===== config.mk =====
export PLATFORM = sky130hd
export DESIGN_NAME = pipelined_signed_addsub
export DESIGN_NICKNAME = d
export VERILOG_FILES = /design/src/rtl/pipelined_signed_addsub_pkg.sv /design/src/rtl/pipelined_signed_addsub_slice.sv /design/src/rtl/pipelined_signed_addsub.sv
export SDC_FILE = /design/constraint.sdc
export NUM_CORES = 1
export LEC_CHECK = 0
export BUFFER_PORTS_ARGS = -buffer_cell sky130_fd_sc_hd__buf_2
export CORE_MARGIN = 2
export CORE_UTILIZATION = 40
export CTS_CLUSTER_DIAMETER = 60
export CTS_CLUSTER_SIZE = 10
export DETAILED_ROUTE_END_ITERATION = 16
export SYNTH_ARGS = -nofsm -noshare
export SYNTH_HDL_FRONTEND = slang
export SYNTH_SLANG_ARGS = --single-unit

===== constraint.sdc =====
create_clock -name clk -period 3.16 [get_ports clk]
set_clock_uncertainty 0.2 [all_clocks]
set_input_delay 0.158 -clock clk [delete_from_list [all_inputs] [get_ports clk]]
set_output_delay 0.158 -clock clk [all_outputs]
set_load 0.02 [all_outputs]

===== src/rtl/pipelined_signed_addsub_pkg.sv =====
// -----------------------------------------------------------------------------
// pipelined_signed_addsub_pkg
// Shared definitions for the pipelined signed add/subtract unit:
//   - OP_ADD / OP_SUB encodings of the op input
//   - sat_limit(): most-positive / most-negative two's complement constant
//     for a given width (returned in a MAX_WIDTH container, low bits valid)
//   - split_ok(): legality of splitting WIDTH bits into STAGES equal slices
// -----------------------------------------------------------------------------
package pipelined_signed_addsub_pkg;

    localparam logic OP_ADD = 1'b0;
    localparam logic OP_SUB = 1'b1;

    // Widest datapath the saturation helper can describe.
    localparam int unsigned MAX_WIDTH = 32'd64;

    // Saturation constant for a signed value of 'width' bits:
    // negative=0 -> 011..1, negative=1 -> 100..0. Bits above width are zero.
    function automatic logic [MAX_WIDTH-1:0] sat_limit(input int unsigned width,
                                                       input logic        negative);
        logic [MAX_WIDTH-1:0] v;
        v = {MAX_WIDTH{1'b0}};
        for (int unsigned i = 32'd0; i < MAX_WIDTH; i++) begin
            if (i + 32'd1 < width) begin
                v[i] = ~negative;
            end else if (i + 32'd1 == width) begin
                v[i] = negative;
            end else begin
                v[i] = 1'b0;
            end
        end
        return v;
    endfunction

    // A split is legal when there is at least one stage, the width fits the
    // helper container, and every slice gets the same number of bits.
    function automatic bit split_ok(input int unsigned width, input int unsigned stages);
        bit ok;
        if (stages == 32'd0 || width == 32'd0 || width > MAX_WIDTH) begin
            ok = 1'b0;
        end else begin
            ok = ((width % stages) == 32'd0);
        end
        return ok;
    endfunction

endpackage


===== src/rtl/pipelined_signed_addsub_slice.sv =====
// -----------------------------------------------------------------------------
// addsub_slice
// Combinational SW-bit adder used as one slice of the pipelined carry chain.
// Ports:
//   a_i, b_i  : SW-bit operand chunks (b already inverted for subtract)
//   c_i       : carry into bit 0 of the slice
//   s_o       : SW-bit sum chunk
//   c_o       : carry out of the slice MSB
//   c_msb_o   : carry into the slice MSB (signed overflow detection)
// -----------------------------------------------------------------------------
module addsub_slice
    import pipelined_signed_addsub_pkg::*;
#(
    parameter int SW = 32'd4
) (
    input  logic [SW-1:0] a_i,
    input  logic [SW-1:0] b_i,
    input  logic          c_i,
    output logic [SW-1:0] s_o,
    output logic          c_o,
    output logic          c_msb_o
);

    logic [SW:0] total_s;

    // One wide add; the carry into the MSB is recovered from the MSB sum bit,
    // which avoids a special case for one-bit slices.
    always_comb begin
        total_s = {1'b0, a_i} + {1'b0, b_i} + {{SW{1'b0}}, c_i};
        s_o     = total_s[SW-1:0];
        c_o     = total_s[SW];
        c_msb_o = a_i[SW-1] ^ b_i[SW-1] ^ total_s[SW-1];
    end

endmodule


===== src/rtl/pipelined_signed_addsub.sv =====
// -----------------------------------------------------------------------------
// pipelined_signed_addsub
// Pipelined signed add/subtract with wrap/saturate modes, valid/ready stream
// handshake and a saturating overflow event counter. Latency = STAGES cycles.
// Ports:
//   clk, rst            : clock, synchronous active-high reset
//   in_valid / in_ready : input handshake (in_ready = global advance)
//   a, b, cin, op, sat  : operands, carry/borrow in, 0=add 1=sub, 1=saturate
//   out_valid/out_ready : output handshake
//   sum, cout, overflow : result, raw carry out of MSB, signed overflow
//   ovf_count, clr_count: overflow event counter and its clear
// -----------------------------------------------------------------------------
module pipelined_signed_addsub
    import pipelined_signed_addsub_pkg::*;
#(
    parameter int WIDTH   = 32'd8,
    parameter int STAGES  = 32'd2,
    parameter int COUNT_W = 32'd8
) (
    input  logic               clk,
    input  logic               rst,
    input  logic               in_valid,
    output logic               in_ready,
    input  logic [WIDTH-1:0]   a,
    input  logic [WIDTH-1:0]   b,
    input  logic               cin,
    input  logic               op,
    input  logic               sat,
    output logic               out_valid,
    input  logic               out_ready,
    output logic [WIDTH-1:0]   sum,
    output logic               cout,
    output logic               overflow,
    output logic [COUNT_W-1:0] ovf_count,
    input  logic               clr_count
);

    localparam int SW = WIDTH / STAGES;
    localparam logic [MAX_WIDTH-1:0] SAT_POS_FULL = sat_limit(WIDTH, 1'b0);
    localparam logic [MAX_WIDTH-1:0] SAT_NEG_FULL = sat_limit(WIDTH, 1'b1);
    localparam logic [WIDTH-1:0]     SAT_POS      = SAT_POS_FULL[WIDTH-1:0];
    localparam logic [WIDTH-1:0]     SAT_NEG      = SAT_NEG_FULL[WIDTH-1:0];
    localparam logic [COUNT_W-1:0]   COUNT_MAX    = {COUNT_W{1'b1}};

    if (!split_ok(WIDTH, STAGES)) begin : g_bad_split
        $error("pipelined_signed_addsub: WIDTH must be a multiple of STAGES (STAGES >= 1, WIDTH <= 64)");
    end

    logic               adv_s;
    logic [WIDTH-1:0]   b_eff_s;
    logic               carry0_s;

    // Per-slice adder connections.
    logic [STAGES-1:0][SW-1:0] sl_a_s;
    logic [STAGES-1:0][SW-1:0] sl_b_s;
    logic [STAGES-1:0][SW-1:0] sl_sum_s;
    logic [STAGES-1:0]         sl_cin_s;
    logic [STAGES-1:0]         sl_cout_s;
    logic [STAGES-1:0]         sl_cmsb_s;

    // Values presented to the output register by the final slice.
    logic               fin_vld_s;
    logic               fin_sat_s;
    logic               fin_amsb_s;
    logic               fin_ovf_s;
    logic [WIDTH-1:0]   fin_raw_s;

    logic               out_valid_q, out_valid_d;
    logic [WIDTH-1:0]   sum_q,       sum_d;
    logic               cout_q,      cout_d;
    logic               ovf_q,       ovf_d;
    logic [COUNT_W-1:0] cnt_q,       cnt_d;

    // The whole pipe moves together; a stalled output freezes every stage.
    assign adv_s    = !out_valid_q || out_ready;
    assign in_ready = adv_s;

    // Subtract is a + ~b + ~borrow.
    assign b_eff_s  = (op == OP_SUB) ? ~b : b;
    assign carry0_s = (op == OP_SUB) ? ~cin : cin;

    assign sl_a_s[0]   = a[SW-1:0];
    assign sl_b_s[0]   = b_eff_s[SW-1:0];
    assign sl_cin_s[0] = carry0_s;

    for (genvar k = 0; k < STAGES; k++) begin : g_slice
        addsub_slice #(.SW(SW)) u_slice (
            .a_i     (sl_a_s[k]),
            .b_i     (sl_b_s[k]),
            .c_i     (sl_cin_s[k]),
            .s_o     (sl_sum_s[k]),
            .c_o     (sl_cout_s[k]),
            .c_msb_o (sl_cmsb_s[k])
        );
    end

    // Intermediate registers after slices 0..STAGES-2. Each holds the result
    // bits finished so far and the operand bits not yet added, so the
    // operands shrink by one slice per stage while the result grows.
    for (genvar j = 0; j < STAGES - 1; j++) begin : g_mid
        localparam int DW = (j + 1) * SW;
        localparam int RW = WIDTH - DW;

        logic          vld_q,   vld_d;
        logic          sat_q,   sat_d;
        logic          amsb_q,  amsb_d;
        logic          carry_q, carry_d;
        logic [DW-1:0] sum_q,   sum_d;
        logic [RW-1:0] arem_q,  arem_d;
        logic [RW-1:0] brem_q,  brem_d;

        if (j == 0) begin : g_head
            assign vld_d   = in_valid;
            assign sat_d   = sat;
            assign amsb_d  = a[WIDTH-1];
            assign sum_d   = sl_sum_s[0];
            assign arem_d  = a[WIDTH-1:SW];
            assign brem_d  = b_eff_s[WIDTH-1:SW];
        end else begin : g_body
            assign vld_d   = g_mid[j-1].vld_q;
            assign sat_d   = g_mid[j-1].sat_q;
            assign amsb_d  = g_mid[j-1].amsb_q;
            assign sum_d   = {sl_sum_s[j], g_mid[j-1].sum_q};
            assign arem_d  = g_mid[j-1].arem_q[WIDTH-j*SW-1:SW];
            assign brem_d  = g_mid[j-1].brem_q[WIDTH-j*SW-1:SW];
        end
        assign carry_d = sl_cout_s[j];

        // Next slice works on the lowest remaining chunk and this carry.
        assign sl_a_s[j+1]   = arem_q[SW-1:0];
        assign sl_b_s[j+1]   = brem_q[SW-1:0];
        assign sl_cin_s[j+1] = carry_q;

        // Stage register: cleared on reset, loaded on advance, else held.
        always_ff @(posedge clk) begin
            if (rst) begin
                vld_q   <= 1'b0;
                sat_q   <= 1'b0;
                amsb_q  <= 1'b0;
                carry_q <= 1'b0;
                sum_q   <= {DW{1'b0}};
                arem_q  <= {RW{1'b0}};
                brem_q  <= {RW{1'b0}};
            end else if (adv_s) begin
                vld_q   <= vld_d;
                sat_q   <= sat_d;
                amsb_q  <= amsb_d;
                carry_q <= carry_d;
                sum_q   <= sum_d;
                arem_q  <= arem_d;
                brem_q  <= brem_d;
            end else begin
                vld_q   <= vld_q;
                sat_q   <= sat_q;
                amsb_q  <= amsb_q;
                carry_q <= carry_q;
                sum_q   <= sum_q;
                arem_q  <= arem_q;
                brem_q  <= brem_q;
            end
        end
    end

    if (STAGES == 1) begin : g_fin_direct
        assign fin_vld_s  = in_valid;
        assign fin_sat_s  = sat;
        assign fin_amsb_s = a[WIDTH-1];
        assign fin_raw_s  = sl_sum_s[0];
    end else begin : g_fin_pipe
        assign fin_vld_s  = g_mid[STAGES-2].vld_q;
        assign fin_sat_s  = g_mid[STAGES-2].sat_q;
        assign fin_amsb_s = g_mid[STAGES-2].amsb_q;
        assign fin_raw_s  = {sl_sum_s[STAGES-1], g_mid[STAGES-2].sum_q};
    end

    assign fin_ovf_s = sl_cmsb_s[STAGES-1] ^ sl_cout_s[STAGES-1];

    // Output stage next-state: saturate on overflow, cout/overflow stay raw.
    always_comb begin
        out_valid_d = out_valid_q;
        sum_d       = sum_q;
        cout_d      = cout_q;
        ovf_d       = ovf_q;
        if (adv_s) begin
            out_valid_d = fin_vld_s;
            cout_d      = sl_cout_s[STAGES-1];
            ovf_d       = fin_ovf_s;
            if (fin_sat_s && fin_ovf_s) begin
                sum_d = fin_amsb_s ? SAT_NEG : SAT_POS;
            end else begin
                sum_d = fin_raw_s;
            end
        end else begin
            out_valid_d = out_valid_q;
        end
    end

    // Overflow counter next-state: clear beats increment; sticks at max.
    always_comb begin
        cnt_d = cnt_q;
        if (clr_count) begin
            cnt_d = {COUNT_W{1'b0}};
        end else if (out_valid_q && out_ready && ovf_q && (cnt_q != COUNT_MAX)) begin
            cnt_d = cnt_q + {{(COUNT_W-1){1'b0}}, 1'b1};
        end else begin
            cnt_d = cnt_q;
        end
    end

    // Output and counter registers.
    always_ff @(posedge clk) begin
        if (rst) begin
            out_valid_q <= 1'b0;
            sum_q       <= {WIDTH{1'b0}};
            cout_q      <= 1'b0;
            ovf_q       <= 1'b0;
            cnt_q       <= {COUNT_W{1'b0}};
        end else begin
            out_valid_q <= out_valid_d;
            sum_q       <= sum_d;
            cout_q      <= cout_d;
            ovf_q       <= ovf_d;
            cnt_q       <= cnt_d;
        end
    end

    assign out_valid = out_valid_q;
    assign sum       = sum_q;
    assign cout      = cout_q;
    assign overflow  = ovf_q;
    assign ovf_count = cnt_q;

endmodule


---- Yosys cells after proc, flatten, opt, wreduce, memory -nomap -nowiden ----
Index checks and enable logic that the tools add are counted.
cells by class
  $add $sub $neg .......................... 5
  equal/unequal tests ..................... 1
  muxes and demuxes ....................... 4
  bitwise operators ....................... 5
  reduce and logical (&&, ||, !) cells .... 7
operators with widths
  operator                                                       number
  8-bit 2-to-1 mux                                               3
  4-bit by 4-bit adder with 5-bit output                         2
  5-bit by 1-bit adder with 5-bit output                         2
  8-bit by 1-bit adder with 8-bit output, second input constant  1
  8-bit != test, second input constant                           1
  8-bit inverter                                                 1
  1-bit logical AND                                              4
  1-bit XOR                                                      3
  2-bit OR reduction                                             1
  1-bit logical NOT                                              1
  1-bit logical OR                                               1
  1-bit 2-to-1 mux                                               1
  1-bit inverter                                                 1
word-level totals
  bits in registers ....................... 35
  input port bits ......................... 24
  output and inout port bits .............. 20
  logic and storage cells ................. 34

---- Longest topological paths before layout ----
  depth in word-level cells ............... 6
  gate-level depth with buffers ........... 8
  mapped depth without buffers ............ 8

---- Cells and area by module ----
Synthesis repeated with hierarchy kept, for this count alone.
unflattened totals
  cell total of the unflattened synthesis .. 208
  area total of the unflattened synthesis .. 1761.7 sq um
modules (own cells, without submodules)
  module                              times used  cells each  area an instance (sq um)  sequential area each (sq um)
  pipelined_signed_addsub             1           174         1476.4                    680.7
  addsub_slice at g_slice[0].u_slice  1           17          143.9                     0.0
  addsub_slice at g_slice[1].u_slice  1           17          141.4                     0.0

---- Least setup slack after synthesis ----
OpenSTA, ideal clock, no wires.
  path kind ............................... reg-to-reg
  start point ............................. register g_mid[0].carry_q
  end point ............................... register sum_q[6] (netlist: sum[6])
  setup time .............................. 80 ps
  arrival time ............................ 2006 ps
  data required time ...................... 2880 ps
  slack ................................... 874 ps
  cell stages (with the launch flop) ...... 9
  buffers on the path ..................... 0
  clock period less this slack ............ 2286 ps
  cell sequence ........................... dfxtp_1 fa_1 inv_1 fa_1 nand2b_1 a21oi_4 xor2_4 o31a_4 a211oi_2
between the ends
  cells in the longest elaborated chain, start to end .. 5
RTL lines
  what                                        RTL line                             source
  start, declared                             pipelined_signed_addsub.sv:107       logic carry_q, carry_d;
  start signal, assigned                      pipelined_signed_addsub.sv:148       carry_q <= carry_d;
  start signal, assigned                      pipelined_signed_addsub.sv:156       carry_q <= carry_q;
  5-bit by 1-bit adder with 5-bit output (*)  pipelined_signed_addsub_slice.sv:29  total_s = {1'b0, a_i} + {1'b0, b_i} + {{SW{1'b0}}, c_i};
  1-bit XOR                                   pipelined_signed_addsub_slice.sv:32  c_msb_o = a_i[SW-1] ^ b_i[SW-1] ^ total_s[SW-1];
  1-bit XOR                                   pipelined_signed_addsub.sv:176       assign fin_ovf_s = sl_cmsb_s[STAGES-1] ^ sl_cout_s[STAGES-1];
  1-bit logical AND                           pipelined_signed_addsub.sv:188       if (fin_sat_s && fin_ovf_s) begin
  8-bit 2-to-1 mux (*)                        pipelined_signed_addsub.sv:188
  end signal, assigned                        pipelined_signed_addsub.sv:214       sum_q <= {WIDTH{1'b0}};
  end signal, assigned                        pipelined_signed_addsub.sv:220       sum_q <= sum_d;
  end, declared                               pipelined_signed_addsub.sv:69        logic [WIDTH-1:0] sum_q, sum_d;
Every way passes the cells marked *; elsewhere a longest branch is shown, timed or not.
A chain may end at the register's enable or synchronous reset.

---- Worst setup path in the final report ----
Ends and elaborated chain as after synthesis.

==> results list <==
- Number of distinct library cell variants in the gate-level netlist after synthesis: 34
- Registers take 681 um2.
- In the finished design, the share of the clock period the worst path needs comes to 0.770.
* N_diodes: 0
* YS warnings: 0
* Via density: about 4.9
- P per Cell Area: between 400 and 500 nW/um2
- Arrival time of data at the critical path endpoint: 2440 ps
- Number of buffers created by CTS: 5
* Number of clock sinks seen by CTS: 34
- In this run the critical register-to-register path is launched from g_mid[0].carry_q$_SDFFE_PP0P_.
- Max-slew violation total from the final report: 0
* Relative max-transition margin: 0.643
* HPWL after detailed placement: 2550 um
- Counting flops and latches in the post-synthesis netlist gives 34.
* Signed area change from the synthesized netlist to the final layout: 26.1%
* Final weighted congestion of routability-driven global placement: 0.741
- The worst setup path is captured at a flop.
- In the final layout, the multi-input gates occupy a little over 1000 um2.
- The detailed router placed around 1,500 vias in this run.
- Unrepaired setup endpoints after global routing: false
- Post-Route Hold Slack: between 30 and 40 ps
- The first global-routing pass estimated 6220 um of wire.
* CTS root buf: sky130_fd_sc_hd__clkbuf_8
* CTS tree: built
* Critical path class: reg -> reg
- Shortest period the worst path allows: 2430 ps
* Routed len/inst: 11.9 um
* Number of hold violations in the final report: 0
- Sequential-to-total area share from yosys stat: 0.387
- STA classifies the critical path startpoint as a flop.
- At the end of the flow, the number of nets in the layout was roughly 280.
- Height of the die: 70.3 um
- Max capacitance violation total: 0
- In the final timing run, aggregate negative setup slack is 0 ps.
- Row generation in the floorplan step produced 24 rows.
- Overall Global Routing Usage: 0.156
- In this run the remaining antenna-violating nets after routing total 0.
- Area inside the core boundary: between 4000 and 5000 um2
- The later pin in the worst-skew pair is clocked with a latency of around 290 ps.
* WHS Endpoint: ovf_count[3]$_SDFFE_PP0P_
- The routed design has ~3600 um of wire.
- The first routing iteration left 68 violations.
* Initial core utilization: 0.409
* Max Fanout on Critical Path: 8
- CTS built an H-tree with a depth of 2.
- The share of synthesized area in the top cell type comes to 0.387.
- Summed instance area of the synthesized netlist: 1760 um2
- After clock tree synthesis, the setup repair step added 0 buffers.
- Bufs on Longest Clock Path: 2
- The floorplan step defined a die boundary enclosing about 4900 um2.
- Data on the critical path is required at its endpoint by between 3000 and 4000 ps.
* Dominant cells by area after synthesis: sky130_fd_sc_hd__dfxtp_1 (39%), sky130_fd_sc_hd__xnor2_1 (6.5%), sky130_fd_sc_hd__nor2_1 (5.8%)
- Hold path start: clr_count
- Total power: ~1.1 mW
- In the final layout, the share of cells above drive strength 1 is 0.261.
- Clock-pin slew was measured on the worst setup and hold paths at 70 ps.
- Buffers placed on the I/O ports in this run total 43.
- Final count of negative-setup-slack endpoints: 0
* First-pass iteration count of the detailed router: 4
- Total congestion overflow: 0
* Die width: about 70 um
- Based on the critical path, the design can be clocked at up to 0.411 GHz.
* Leakage Power: about 0.96 nW
- The endpoint identified for the worst register-to-register timing path is sum[6]$_SDFFE_PP0P_.
* Syn Nets: 231
- Peak supply drop: between 0.2 and 0.25 mV
- The flow ran to the end, and the final reports show no timing, DRC or antenna violations.
- Counting instances, the worst hold path has a depth of 3.
- At the pin with the least slew margin, the transition time is ~530 ps.
* Cell count after synthesis: 196
- Number of antenna violations at the first check in global routing: 0
- I/O pin count: 44
* Worst R2R Path Depth: 8
- The biggest area contributor in the post-synthesis netlist is sky130_fd_sc_hd__dfxtp_1.
* Path category of the worst min-delay check: in -> reg
* Fill count: about 420
- Mean post-synth cell area: about 9.0 um2
- Placed standard-cell area: 2010 um2
* Source of the critical timing path: g_mid[0].carry_q$_SDFFE_PP0P_
- Vias in the first global route: around 1,300
- DRC violations left: 0
- Entering global routing, the biggest net connects 29 pins.
- Summing all non-filler instances in the final layout gives an area of 2220 um2.
* Reg2Reg Setup Slack: ~730 ps
-- cell families (layout without fill, tap and decap cells) --
| logic type | after synthesis | count (layout) | synth area share |
|---|---|---|---|
| AO/OA/AOI/OAI | 45 | 45 | 0.191 |
| XOR/XNOR | 21 | 21 | 0.115 |
| adder cells (fa/ha/maj) | 11 | 11 | 0.0954 |
| buffers and inverters | 16 | 69 | 0.0370 |
| flip-flops | 34 | 34 | 0.387 |
| multiplexers | 1 | 1 | 0.00569 |
| AND/OR/NAND/NOR | 68 | 68 | 0.168 |
-- area by class of cell --
cell class	instances	area share
multi-input combinational	146	0.457
sequential	34	0.307
timing repair buffer	54	0.146
clock buffer	8	0.0497
tap	52	0.0293
inverter	7	0.0119
-- power breakdown --
| group | leakage (nW) | switching, mW | internal [mW] |
|---|---|---|---|
| combinational | 0.620 | 0.125 | 0.104 |
| clock | 0.0575 | 0.157 | 0.220 |
| sequential | 0.280 | 0.0232 | 0.466 |
-- metal layers --
layer | GRT usage | vias up | routed length, um
met5 | 0 | - | 0
met4 | 0.0577 | 0 | 63
met3 | 0.0404 | 8 | 189
met2 | 0.258 | 42 | 1600
met1 | 0.196 | 648 | 1730
li1 | - | 767 | -
-- critical path, stage by stage (launching register included) --
cell                       delay, ps
sky130_fd_sc_hd__dfxtp_1         360
sky130_fd_sc_hd__fa_1            200
sky130_fd_sc_hd__inv_1            50
sky130_fd_sc_hd__fa_1            390
sky130_fd_sc_hd__nand2b_1        220
sky130_fd_sc_hd__a21oi_4         230
sky130_fd_sc_hd__xor2_4          150
sky130_fd_sc_hd__o31a_4          340
sky130_fd_sc_hd__a211oi_2        210
-- per-stage QoR --
step	instances	utilization	setup WS, ps
after floorplan	196	-	874
after global placement	283	0.467	793
after detailed placement	283	0.467	727
after CTS	301	0.516	706
after global routing	301	0.516	593
final	301	0.516	728
-- how the worst max path moves through the flow --
stage,end,cells past startpoint
after global placement,sum[6]$_SDFFE_PP0P_,8
after detailed placement,sum[6]$_SDFFE_PP0P_,8
after floorplan,sum[6]$_SDFFE_PP0P_,8
final,sum[6]$_SDFFE_PP0P_,8
after CTS,sum[6]$_SDFFE_PP0P_,8
after global routing,sum[6]$_SDFFE_PP0P_,8
-- timing repair --
item                                   CTS  global route
hold buffers                            10             0
gates resized for setup                  0             0
setup endpoints to repair                0             0
endpoints found under the hold margin   10             0
-- state kept, by name, indices dropped and copies added (netlist names), 3 cells and up --
signal	flops
g_mid.arem_q	3
g_mid.brem_q	4
g_mid.sum_q	4
ovf_count	8
sum	8
-- cells in the final DEF (no fill, tap or decap), types with 7 or more instances in the layout --
| cell type | synthesis | layout |
|---|---|---|
| sky130_fd_sc_hd__nand2_1 | 22 | 22 |
| sky130_fd_sc_hd__a211oi_1 | 7 | 7 |
| sky130_fd_sc_hd__dlygate4sd3_1 | 0 | 10 |
| sky130_fd_sc_hd__nor2_1 | 27 | 27 |
| sky130_fd_sc_hd__o21ai_1 | 8 | 8 |
| sky130_fd_sc_hd__dfxtp_1 | 34 | 34 |
| sky130_fd_sc_hd__a21oi_1 | 13 | 13 |
| sky130_fd_sc_hd__xor2_1 | 7 | 7 |
| sky130_fd_sc_hd__clkbuf_8 | 0 | 8 |
| sky130_fd_sc_hd__buf_2 | 4 | 43 |
| sky130_fd_sc_hd__ha_1 | 7 | 7 |
| sky130_fd_sc_hd__xnor2_1 | 13 | 13 |
-- synth_stat cells --
master and n:
sky130_fd_sc_hd__a211oi_1 7, sky130_fd_sc_hd__a211oi_2 5, sky130_fd_sc_hd__a21boi_0 1, sky130_fd_sc_hd__a21o_1 3
sky130_fd_sc_hd__a21oi_1 13, sky130_fd_sc_hd__a21oi_4 2, sky130_fd_sc_hd__a31oi_1 1, sky130_fd_sc_hd__buf_1 3
sky130_fd_sc_hd__buf_2 4, sky130_fd_sc_hd__clkbuf_1 2, sky130_fd_sc_hd__dfxtp_1 34, sky130_fd_sc_hd__fa_1 4
sky130_fd_sc_hd__ha_1 7, sky130_fd_sc_hd__inv_1 6, sky130_fd_sc_hd__inv_2 1, sky130_fd_sc_hd__mux2i_1 1
sky130_fd_sc_hd__nand2_1 22, sky130_fd_sc_hd__nand2b_1 1, sky130_fd_sc_hd__nand3_1 3, sky130_fd_sc_hd__nand3b_1 3
sky130_fd_sc_hd__nand4_1 1, sky130_fd_sc_hd__nor2_1 27, sky130_fd_sc_hd__nor2_2 1, sky130_fd_sc_hd__nor2b_1 2
sky130_fd_sc_hd__nor3_1 6, sky130_fd_sc_hd__o2111ai_2 1, sky130_fd_sc_hd__o21ai_0 3, sky130_fd_sc_hd__o21ai_1 8
sky130_fd_sc_hd__o31a_4 1, sky130_fd_sc_hd__or2_2 1, sky130_fd_sc_hd__or3_1 1, sky130_fd_sc_hd__xnor2_1 13
sky130_fd_sc_hd__xor2_1 7, sky130_fd_sc_hd__xor2_4 1
No activity file was read; power rests on OpenSTA's default activity.
